File: src/rtl/ex_mem_skid_reg.sv
// EX/MEM pipeline register with valid/ready handshake, 2-entry skid buffer and flush.
// Define EX_MEM_STATS_EN to add saturating stall/flush statistics counters.
module ex_mem_skid_reg #(
   parameter int DATA_W = 32,
   parameter int REG_W  = 5,
   parameter int SIDE_W = 4,
   parameter int STAT_W = 16
) (
   input  logic              clk,
   input  logic              rst,
   input  logic              valid_EX,
   output logic              ready_EX,
   input  logic [DATA_W-1:0] aluRes_EX,
   input  logic [DATA_W-1:0] writeData_EX,
   input  logic [REG_W-1:0]  writeReg_EX,
   input  logic              memToReg_EX,
   input  logic              memWrite_EX,
   input  logic              regWrite_EX,
   input  logic [SIDE_W-1:0] side_EX,
   input  logic              flush,
   output logic              valid_MEM,
   input  logic              ready_MEM,
   output logic [DATA_W-1:0] aluRes_MEM,
   output logic [DATA_W-1:0] writeData_MEM,
   output logic [REG_W-1:0]  writeReg_MEM,
   output logic [SIDE_W-1:0] side_MEM,
   output logic              memToReg_MEM,
   output logic              memWrite_MEM,
   output logic              regWrite_MEM
`ifdef EX_MEM_STATS_EN
   ,
   output logic [STAT_W-1:0] stallCnt,
   output logic [STAT_W-1:0] flushCnt
`endif
);

   localparam int PAY_W = 2*DATA_W + REG_W + SIDE_W + 3;

   typedef enum logic [1:0] {
      ST_EMPTY = 2'd0,
      ST_ONE   = 2'd1,
      ST_TWO   = 2'd2
   } state_t;

   state_t           r_state;
   state_t           w_state_nxt;
   logic [PAY_W-1:0] r_head;
   logic [PAY_W-1:0] r_skid;
   logic [PAY_W-1:0] w_in_pay;
   logic             w_vh;
   logic             w_vs;
   logic             w_acc;
   logic             w_con;
   logic             w_load_h;
   logic             w_load_s;
   logic             w_h_from_s;
   logic             w_m2r;
   logic             w_mw;
   logic             w_rw;

   assign w_in_pay = {aluRes_EX, writeData_EX, writeReg_EX, side_EX,
                      memToReg_EX, memWrite_EX, regWrite_EX};
   assign w_vh     = (r_state != ST_EMPTY);
   assign w_vs     = (r_state == ST_TWO);
   // ready depends only on the skid valid bit, never on ready_MEM
   assign ready_EX = ~w_vs & ~rst;
   assign w_acc    = valid_EX & ready_EX;
   assign w_con    = w_vh & ready_MEM;

   always_comb begin
      w_state_nxt = r_state;
      w_load_h    = 1'b0;
      w_load_s    = 1'b0;
      w_h_from_s  = 1'b0;
      case (r_state)
         ST_EMPTY: begin
            if (w_acc) begin
               w_state_nxt = ST_ONE;
               w_load_h    = 1'b1;
            end
         end
         ST_ONE: begin
            if (w_acc && w_con) begin
               w_load_h    = 1'b1;
            end else if (w_acc) begin
               w_state_nxt = ST_TWO;
               w_load_s    = 1'b1;
            end else if (w_con) begin
               w_state_nxt = ST_EMPTY;
            end
         end
         ST_TWO: begin
            if (w_con) begin
               w_state_nxt = ST_ONE;
               w_h_from_s  = 1'b1;
            end
         end
         default: w_state_nxt = ST_EMPTY;
      endcase
      if (flush) begin
         w_state_nxt = ST_EMPTY;
         w_load_h    = 1'b0;
         w_load_s    = 1'b0;
         w_h_from_s  = 1'b0;
      end
   end

   always_ff @(posedge clk) begin
      if (rst) begin
         r_state <= ST_EMPTY;
      end else begin
         r_state <= w_state_nxt;
      end
   end

   always_ff @(posedge clk) begin
      if (rst) begin
         r_head <= '0;
         r_skid <= '0;
      end else begin
         if (w_load_h) begin
            r_head <= w_in_pay;
         end else if (w_h_from_s) begin
            r_head <= r_skid;
         end
         if (w_load_s) begin
            r_skid <= w_in_pay;
         end
      end
   end

   assign {aluRes_MEM, writeData_MEM, writeReg_MEM, side_MEM, w_m2r, w_mw, w_rw} = r_head;
   assign valid_MEM    = w_vh;
   // bubbles must never write memory or the register file
   assign memToReg_MEM = w_m2r & w_vh;
   assign memWrite_MEM = w_mw  & w_vh;
   assign regWrite_MEM = w_rw  & w_vh;

`ifdef EX_MEM_STATS_EN
   localparam logic [STAT_W-1:0] STAT_MAX = {STAT_W{1'b1}};

   logic [STAT_W-1:0] r_stall_cnt;
   logic [STAT_W-1:0] r_flush_cnt;
   logic [1:0]        w_held;
   logic [STAT_W:0]   w_flush_sum;

   // vS implies vH, so the held count is 2 in TWO and 1 in ONE
   assign w_held      = {w_vs, w_vh & ~w_vs};
   assign w_flush_sum = {1'b0, r_flush_cnt} + {{(STAT_W-1){1'b0}}, w_held};

   always_ff @(posedge clk) begin
      if (rst) begin
         r_stall_cnt <= {STAT_W{1'b0}};
         r_flush_cnt <= {STAT_W{1'b0}};
      end else begin
         if (w_vh && !ready_MEM && (r_stall_cnt != STAT_MAX)) begin
            r_stall_cnt <= r_stall_cnt + {{(STAT_W-1){1'b0}}, 1'b1};
         end
         if (flush) begin
            r_flush_cnt <= (w_flush_sum > {1'b0, STAT_MAX}) ? STAT_MAX : w_flush_sum[STAT_W-1:0];
         end
      end
   end

   assign stallCnt = r_stall_cnt;
   assign flushCnt = r_flush_cnt;
`else
   logic [STAT_W-1:0] w_stats_unused;
   assign w_stats_unused = {STAT_W{1'b0}};
`endif

endmodule

File: config.mk
export PLATFORM = sky130hd
export DESIGN_NAME = ex_mem_skid_reg
export DESIGN_NICKNAME = d
export VERILOG_FILES = /design/src/rtl/ex_mem_skid_reg.sv
export SDC_FILE = /design/constraint.sdc
export NUM_CORES = 1
export LEC_CHECK = 0
export ABC_AREA = 1
export BUFFER_PORTS_ARGS = -buffer_cell sky130_fd_sc_hd__buf_2
export CAP_MARGIN = 15
export CELL_PAD_IN_SITES_DETAIL_PLACEMENT = 2
export CELL_PAD_IN_SITES_GLOBAL_PLACEMENT = 2
export CORE_MARGIN = 8
export CORE_UTILIZATION = 32
export DETAILED_ROUTE_END_ITERATION = 6
export MAX_ROUTING_LAYER = met4
export PLACE_DENSITY_LB_ADDON = 0.2
export SKIP_LAST_GASP = 1
export SLEW_MARGIN = 25
export SYNTH_ARGS = -nofsm -noshare
export SYNTH_HDL_FRONTEND = slang
export SYNTH_SLANG_ARGS = --single-unit
File: constraint.sdc
create_clock -name clk -period 3.4 [get_ports clk]
set_clock_uncertainty 0.1 [all_clocks]
set_input_delay 0.68 -clock clk [delete_from_list [all_inputs] [get_ports clk]]
set_output_delay 0.68 -clock clk [all_outputs]
set_load 0.05 [all_outputs]
# [Word level (Yosys, flattened, before mapping)]
# Cells that the tools add are included.
[word_totals] register_bits=154 input_bits=81 output_inout_bits=78
[op_classes] eq_ne=6 muxes=18 bitwise=8 reduce_logical=6
[op_table] cell="two-way mux 76 bit" n=2
[op_table] cell="two-way mux 2 bit" n=5
[op_table] cell="two-way mux 1 bit" n=9
[op_table] cell="AND 1 bit" n=6
[op_table] cell="case mux 2 bit (3 select lines)" n=1
[op_table] cell="inequality test 2 bit, second input constant" n=2
[op_table] cell="AND reduction 4 bit" n=1
[op_table] cell="nonzero test 2 bit" n=2
[op_table] cell="inequality test 3 bit, second input constant" n=1
[op_table] cell="== test 2 x 1 -> 1 bit, second input constant" n=1
[op_table] cell="== test 2 bit, second input constant" n=1
[op_table] cell="zero test 2 bit" n=1
[op_table] cell="inequality test 2 x 1 -> 1 bit, second input constant" n=1
[op_table] cell="NOT 1 bit" n=2
[op_table] cell="case mux 1 bit (2 select lines)" n=1
[op_table] cell="OR reduction 2 bit" n=1
[op_table] cell="logical AND 1 bit" n=1

# [Longest topological paths before layout]
# Gate-level depths: netlist of the first run.
[logic_depth] ltp_word=9 ltp_mapped=10 mapped_depth_nobuf=8

# [Worst setup path before layout of the first run]
# Ideal clock, no wire load.
[synth_timing] kind="input to output" startpoint="in rst" endpoint="out ready_EX" t_arrival_ps=1518 t_required_ps=2620 slack_ps=1102 stages=2 n_path_buf=1 cell_sequence="buf_2 nor2_1"
[synth_via] elab_chain_len=2
[synth_rtl] element="start: declaration" line="10" source="input logic rst,"
[synth_rtl] element="NOT 1 bit" line="66" source="assign ready_EX = ~w_vs & ~rst;"
[synth_rtl] element="AND 1 bit" line="66"
[synth_rtl] element="end: declaration" line="12" source="output logic ready_EX,"
# No other way between the ends.

# [Final worst setup path of the first run]
[layout_timing] startpoint="reg r_state[0]" endpoint="out ready_EX"
[layout_via] elab_chain_len=3
[layout_rtl] element="start: declaration" line="45" source="state_t r_state;"
[layout_rtl] element="start signal: assignment" line="112" source="r_state <= w_state_nxt;"
[layout_rtl] element="== test 2 bit" line="64" source="assign w_vs = (r_state == ST_TWO);"
[layout_rtl] element="NOT 1 bit" line="66"
[layout_rtl] element="AND 1 bit" line="66"
# No other way between the ends.

==> results of run 1 <==
[state kept, by name, indices dropped and copies added, names as in the netlist]
name and count:
r_state 2, r_head 76, r_skid 76
[cell families (layout without fill, tap and decap cells)]
logic type / Yosys count / in the layout / synth area share [%]
simple gates: 395 / 395 / 23.8
buf+inv: 241 / 293 / 17.3
compound gates: 233 / 233 / 16.3
flops: 154 / 154 / 42.6
[power groups by stage]
stage          clock, W  sequential [W]  combinational [W]
2_1_floorplan         0         0.00192           0.000427
3_3_place_gp          0         0.00193           0.000528
3_5_place_dp          0         0.00193           0.000537
4_1_cts         0.00191         0.00189           0.000540
5_1_grt         0.00197         0.00190           0.000579
6_report        0.00185         0.00189           0.000529
[path summary, 6_finish.rpt]
kind | depth (start not counted) | endpoint | slack, ns | startpoint
max reg2reg | 8 | r_head[56]$_SDFFE_PP0P_ | 1.36 | r_state[0]$_SDFFE_PP0P_
min reg2reg | 2 | r_head[71]$_SDFFE_PP0P_ | 0.38 | r_head[71]$_SDFFE_PP0P_
max | 3 | ready_EX | 1.11 | r_state[0]$_SDFFE_PP0P_
min | 2 | r_head[71]$_SDFFE_PP0P_ | 0.38 | r_head[71]$_SDFFE_PP0P_
[layout by cell type (no fill, tap or decap)]
master      instances
clkbuf_16          17
dfxtp_1           154
nand2_4             1
clkinv_4            3
nand4_4             1
inv_1              83
a21oi_1           154
buf_2             157
buf_12              7
nor2_1              6
inv_4               1
or2_2               1
a31oi_1             1
o21ai_4             1
o21ai_0            76
bufinv_16           2
nor3_4              2
clkinvlp_4          3
o211ai_1            1
inv_2               3
nand3_1           154
buf_4              10
nand4_1             1
nand2_1           229
clkbuf_1            4
clkinv_2            3
[layer usage]
metal,global-route usage [%],share of wire [%],vias up
met5,-,0,-
met4,4.86,1.2,0
met3,2.88,3.0,18
met2,30.9,49,121
met1,21.3,47,3286
li1,-,-,3336
[final cells by class]
cell class              count  area (um^2)
multi-input cells         628         2910
fillers                  2682        14200
well taps                 285          357
clock inverters            11          124
inverters                  87          329
clock buffers              21          440
repair buffers            174         1000
flip-flops and latches    154         3080
[tightest hold or removal path, cell delays in order, from the launching register on]
cell and delay, ns:
dfxtp_1 0.31, nand3_1 0.07, a21oi_1 0.06
[synthesized netlist by cell type, drive strengths merged]
library cell  number  area share [%]
nand2            230              12
clkbuf            43             2.2
nand3            154              11
buf              111              10
a31oi              1           0.087
nor3               2            0.36
dfxtp            154              43
or2                1           0.087
o211ai             1            0.10
a21oi            154              11
inv               87             4.6
nand4              2            0.38
nor2               6            0.31
o21ai             77             5.5
[metrics by stage]
stage | std cells | total power (W) | setup WS [ns] | hold slack (ns)
2_1_floorplan | 1023 | 0.00234 | 1.10 | 0.361
3_5_place_dp | 1328 | 0.00247 | 0.856 | 0.375
4_1_cts | 1360 | 0.00434 | 1.04 | 0.384
5_1_grt | 1360 | 0.00444 | 1.04 | 0.409
6_report | 1360 | 0.00427 | 1.11 | 0.381
3_3_place_gp | 1328 | 0.00246 | 0.873 | 0.367
==> results.md, run 1 <==
* Vias per cell at a little under 5
* Crit path max fanout at 4
* Resized Gates After CTS at 0
* Post-synthesis sequential area ratio at a little over two fifths
* Net Sw Frac at ~28%
* Fin Setup TNS at 0 ns
* # Post-CTS Setup Buffers at 0
* CTS tree: built
* Max-capacitance violation count at 0
* Static Leak at 3.92 nW
* I/O pins at 159
* # rows at between 50 and 60
* Dpl cell area at ~7700 um^2
* Logic gate share of total power at about an eighth
* CTS Buf Count at 17
* Worst setup SP type: flip-flop
* NetSw at 0.00119 W
* Fmax at roughly 0.44 GHz
* P per Cell Area at between 500 and 600 nW/um^2
* ANT nets after route at 0
* Post-CTS Hold Buffers at 0
* CP max-delay cell: dfxtp_1
* Chip width at 166 um
* Number of global-route vias before repair at 7,541
* Final instance area at between 8000 and 9000 um^2
* Core area at 22,400 um^2
* Total GRT Usage at 17.9%
* Worst slew margin at a little over two fifths
* Share of post-route cells with drive strength above 1 at roughly a fifth
* Slew Limit Fails at 0
* Syn avg cell area at around 7.1 um^2
* Worst Max-Slew Pin Slew at 0.854 ns
* Num Clock Sinks at between 150 and 200
* Final Util at a little under two fifths
* Flops & latches, synth at approximately 150
* Cells along the critical path: nor2_1 > nor2_1 > buf_2
* Critical Path RT at roughly 2.6 ns
* Synthesis-to-layout area growth at 14.0%
* Clk root buf: clkbuf_16
* HPWL Detailed at between 15,000 and 20,000 um
* Routed len/inst at approximately 18 um
* Reg clk slew, reported paths at roughly 0.060 ns
* IO buf count at between 150 and 200
* Sequential power share at between 40% and 50%
* Initial antenna violation count at 0
* Final hold violations at 0
* Remaining routing DRC violations at 0
* Vias at 6,761
* Tmin final at ~2.3 ns
* Clock power share at 43.3%
* Congestion Overflow GR at 0
* Synthesis warning total at 0
* Mapped Cells at a little over 1,000
* Nets at approximately 1,100
* RD Place Congestion at between 0.7 and 0.8
* Cell variety after synth at 23
* Max VDD drop at 0.000290 V
* N_diodes at 0
* First-pass GRT wire length at approximately 39,000 um
* Unrepaired setup endpoints after global routing: no
* Buf/Inv on CP at 1
* Worst EP arrival at 1.51 ns
* Cell area after synthesis at about 7200 um^2
* Finish-stage setup viols at 0
* Worst setup EP type: primary output
* WS Path Type: reg -> out
* Initial Utilization at between 30 and 40%
* CP dominant cell by count: nor2_1
* Worst-Skew Late Latency at roughly 0.42 ns
* Largest net degree at the start of global routing at 87
* Pint at slightly above 0.003 W
* CTS max path bufs at 2
* CP top delay family: flip-flops
* Initial DRC Count at 205
* Die Y at about 170 um
* Post-Syn Nets at ~1,100
* Drt first pass iters at 4
* H-tree Lvls at 4
* Full die area at approximately 28,000 um^2
* WL final at ~24,000 um
* Final Cycle Share at around 67%
* Hold Crit Class: reg -> reg
* CP max stage delay at between 0.4 and 0.5 ns
* Status: complete, no violations
Power figures use the tool's default switching activity.
==> inputs of run 2 (changes only) <==
--- a/config.mk
+++ b/config.mk
@@ -11,7 +11,7 @@
 export CELL_PAD_IN_SITES_DETAIL_PLACEMENT = 2
 export CELL_PAD_IN_SITES_GLOBAL_PLACEMENT = 2
 export CORE_MARGIN = 8
-export CORE_UTILIZATION = 32
+export CORE_UTILIZATION = 27
 export DETAILED_ROUTE_END_ITERATION = 6
 export MAX_ROUTING_LAYER = met4
 export PLACE_DENSITY_LB_ADDON = 0.2
==> constraint.sdc (replaced) <==
create_clock -name clk -period 1.8 [get_ports clk]
set_clock_uncertainty 0.1 [all_clocks]
set_input_delay 0.36 -clock clk [delete_from_list [all_inputs] [get_ports clk]]
set_output_delay 0.36 -clock clk [all_outputs]
set_load 0.05 [all_outputs]
==> run 2 against run 1 <==
Final cell count is 6.0% higher. Register-to-register slack worse by 1.2 ns. Clock power increased by 100%. Sequential cell count unchanged.
==> results.md, run 2 (synthesized netlist as in run 1, its figures left out) <==
* Status: complete, no violations
* Commonest non-fill, non-tap cell in the layout: nand2_1
* Static Leak at 4.16 nW (+6.1%)
* Initial DRC Count at 212 (+3.4%)
* Congestion Overflow GR at 0 (unchanged)
* Worst setup SP type: flip-flop
* Worst R2R Start: r_state[0]$_SDFFE_PP0P_
* CP max-delay cell: dfxtp_2
* Number of global-route vias before repair at 7,424 (-1.6%)
* Die Y at 180 um (+8.0%)
* WS Path Type: reg -> out
* R2R cell count at 7 (-1)
* CTS Buf Count at 17 (unchanged)
* Routed len/inst at 18.0 um (+2.6%)
* Worst setup EP type: primary output
* # rows at 60 (+9.1%)
* Max-capacitance violation count at 0 (unchanged)
* Hold Crit Class: in -> reg
* Cells along the critical path: nor2_2 > nor2_1 > buf_4
* Synthesis-to-layout area growth at 22.1%
* Final Cycle Share at a little over nine tenths
* Max VDD drop at 0.000407 V (+41%)
* Worst flop-to-flop path endpoint: r_head[45]$_SDFFE_PP0P_
* Initial Utilization at 27.1% (-5.1 points)
* Final Util at 33.1% (-3.6 points)
* Num Clock Sinks at 154 (unchanged)
* Initial antenna violation count at 2 (+2)
* Post-CTS Hold Buffers at 0 (unchanged)
* Dpl cell area at 8010 um^2 (+4.3%)
* Finish-stage setup viols at 0 (unchanged)
* RD Place Congestion at 0.692 (-4.7%)
* I/O pins at 159 (unchanged)
* Critical Path RT at 1.34 ns (-1.28 ns)
* ANT nets after route at 0 (unchanged)
* Crit path max fanout at 4 (unchanged)
* Filler cell count at 3,151 (+17%)
* Final hold violations at 0 (unchanged)
* Vias at 6,807 (+0.68%)
* Tmin final at 1.75 ns
* First-pass GRT wire length at 41,200 um (+4.6%)
* CTS tree: built
* CP top delay family: flip-flops
* Core area at 26,700 um^2 (+19%)
* Remaining routing DRC violations at 0 (unchanged)
* WL final at 25,900 um (+8.8%)
* Fmax at 0.571 GHz
* Largest net degree at the start of global routing at 77 (-11%)
* Buf/Inv on CP at 1 (unchanged)
* Share of post-route cells with drive strength above 1 at 22.2% (+2.5 points)
* Critical Path Sink: regWrite_MEM
* Total GRT Usage at 16.2% (-1.7 points)
* CTS max path bufs at 2 (unchanged)
* Reg clk slew, reported paths at 0.07 ns (about the same)
* Number of cells on the critical path at 3 (unchanged)
* Post-Layout Cell Count at 1,442 (+6.0%)
* HPWL Detailed at 16,100 um (+5.6%)
* P per Cell Area at 949 nW/um^2 (+83%)
* Nets at 1,169 (+2.3%)
* Worst slew margin at 52.0% (+8.9 points)
* Worst R2R Setup Slack at 0.12 ns (-1.24 ns)
* Worst EP arrival at 1.29 ns (-0.22 ns)
* Top flop regs: r_head x76, r_skid x76, r_state x2
* Worst Max-Slew Pin Slew at 0.720 ns (-0.134 ns)
* Unrepaired setup endpoints after global routing: yes
* Clk root buf: clkbuf_16
* CP max stage delay at 0.42 ns (-0.03 ns)
* Chip width at 180 um (+8.0%)
* Most frequent cells in the layout: 229 x nand2_1, 154 x nand3_1, 154 x a21oi_1
* Setup crit start: r_state[0]$_SDFFE_PP0P_
* Drt first pass iters at 5 (+1)
* Worst-Skew Late Latency at 0.42 ns (about the same)
* Placed cells at 1,400 (+5.4%)
* Final instance area at 8830 um^2 (+7.1%)
* IO buf count at 158 (unchanged)
* H-tree Lvls at 4 (unchanged)
* Full die area at 32,300 um^2 (+17%)
* Vias per cell at 4.72 (-5.0%)
* Slew Limit Fails at 0 (unchanged)
-- run 2: layout make-up --
cell class	count	area (um^2)	share of cell area, %
timing repair buffer	200	1460	16.6
antenna	2	5.00	0.0567
inverter	87	334	3.78
clock inverter	11	146	1.66
sequential	154	3090	35.0
multi-input combinational	628	2920	33.1
tap	341	427	4.83
clock buffer	19	443	5.02
-- run 2: metal layers --
| layer | routed length (um) | vias up | global-route usage, % |
|---|---|---|---|
| li1 | - | 3391 | - |
| met1 | 12800 | 3306 | 20.7 |
| met2 | 12200 | 99 | 26.0 |
| met3 | 783 | 11 | 3.25 |
| met4 | 191 | 0 | 3.40 |
| met5 | 0 | - | - |
-- run 2: worst min-delay path by stage --
stage                                         end  cells after the start                     from
after floorplan           r_head[46]$_SDFFE_PP0P_                      2  r_head[46]$_SDFFE_PP0P_
after CTS                 r_skid[67]$_SDFFE_PP0P_                      3            aluRes_EX[23]
final                     r_skid[67]$_SDFFE_PP0P_                      3            aluRes_EX[23]
after global routing      r_skid[67]$_SDFFE_PP0P_                      3            aluRes_EX[23]
after global placement    r_head[28]$_SDFFE_PP0P_                      2  r_head[28]$_SDFFE_PP0P_
after detailed placement  r_head[14]$_SDFFE_PP0P_                      2  r_head[14]$_SDFFE_PP0P_
-- run 2: repair_timing --
item,in CTS,in global routing
setup endpoints to repair,19,87
gates cloned,2,3
gates resized for setup,7,13
setup buffers,2,3
pin swaps,1,3
-- run 2: where the power goes --
group | switching (W) | internal (W)
Combinational | 0.000757 | 0.000306
Clock | 0.00154 | 0.00221
Sequential | 0.0000575 | 0.00351
-- run 2: worst min-delay path, delay by kind of cell --
kind	cells	cell delay, ns
AOI/OAI and AO/OA	1	0.10
buffers and inverters	2	0.11
-- run 2: through the flow --
stage	setup WS, ns	setup TNS [ns]	hold WS, ns	power (W)
after global routing	-0.00754	-0.00946	0.103	0.00873
after global placement	0.0192	0	0.368	0.00468
after detailed placement	-0.0422	-0.532	0.375	0.00470
after CTS	-0.0498	-1.56	0.0811	0.00849
final	0.0474	0	0.0950	0.00837
after floorplan	0.101	0	0.361	0.00443
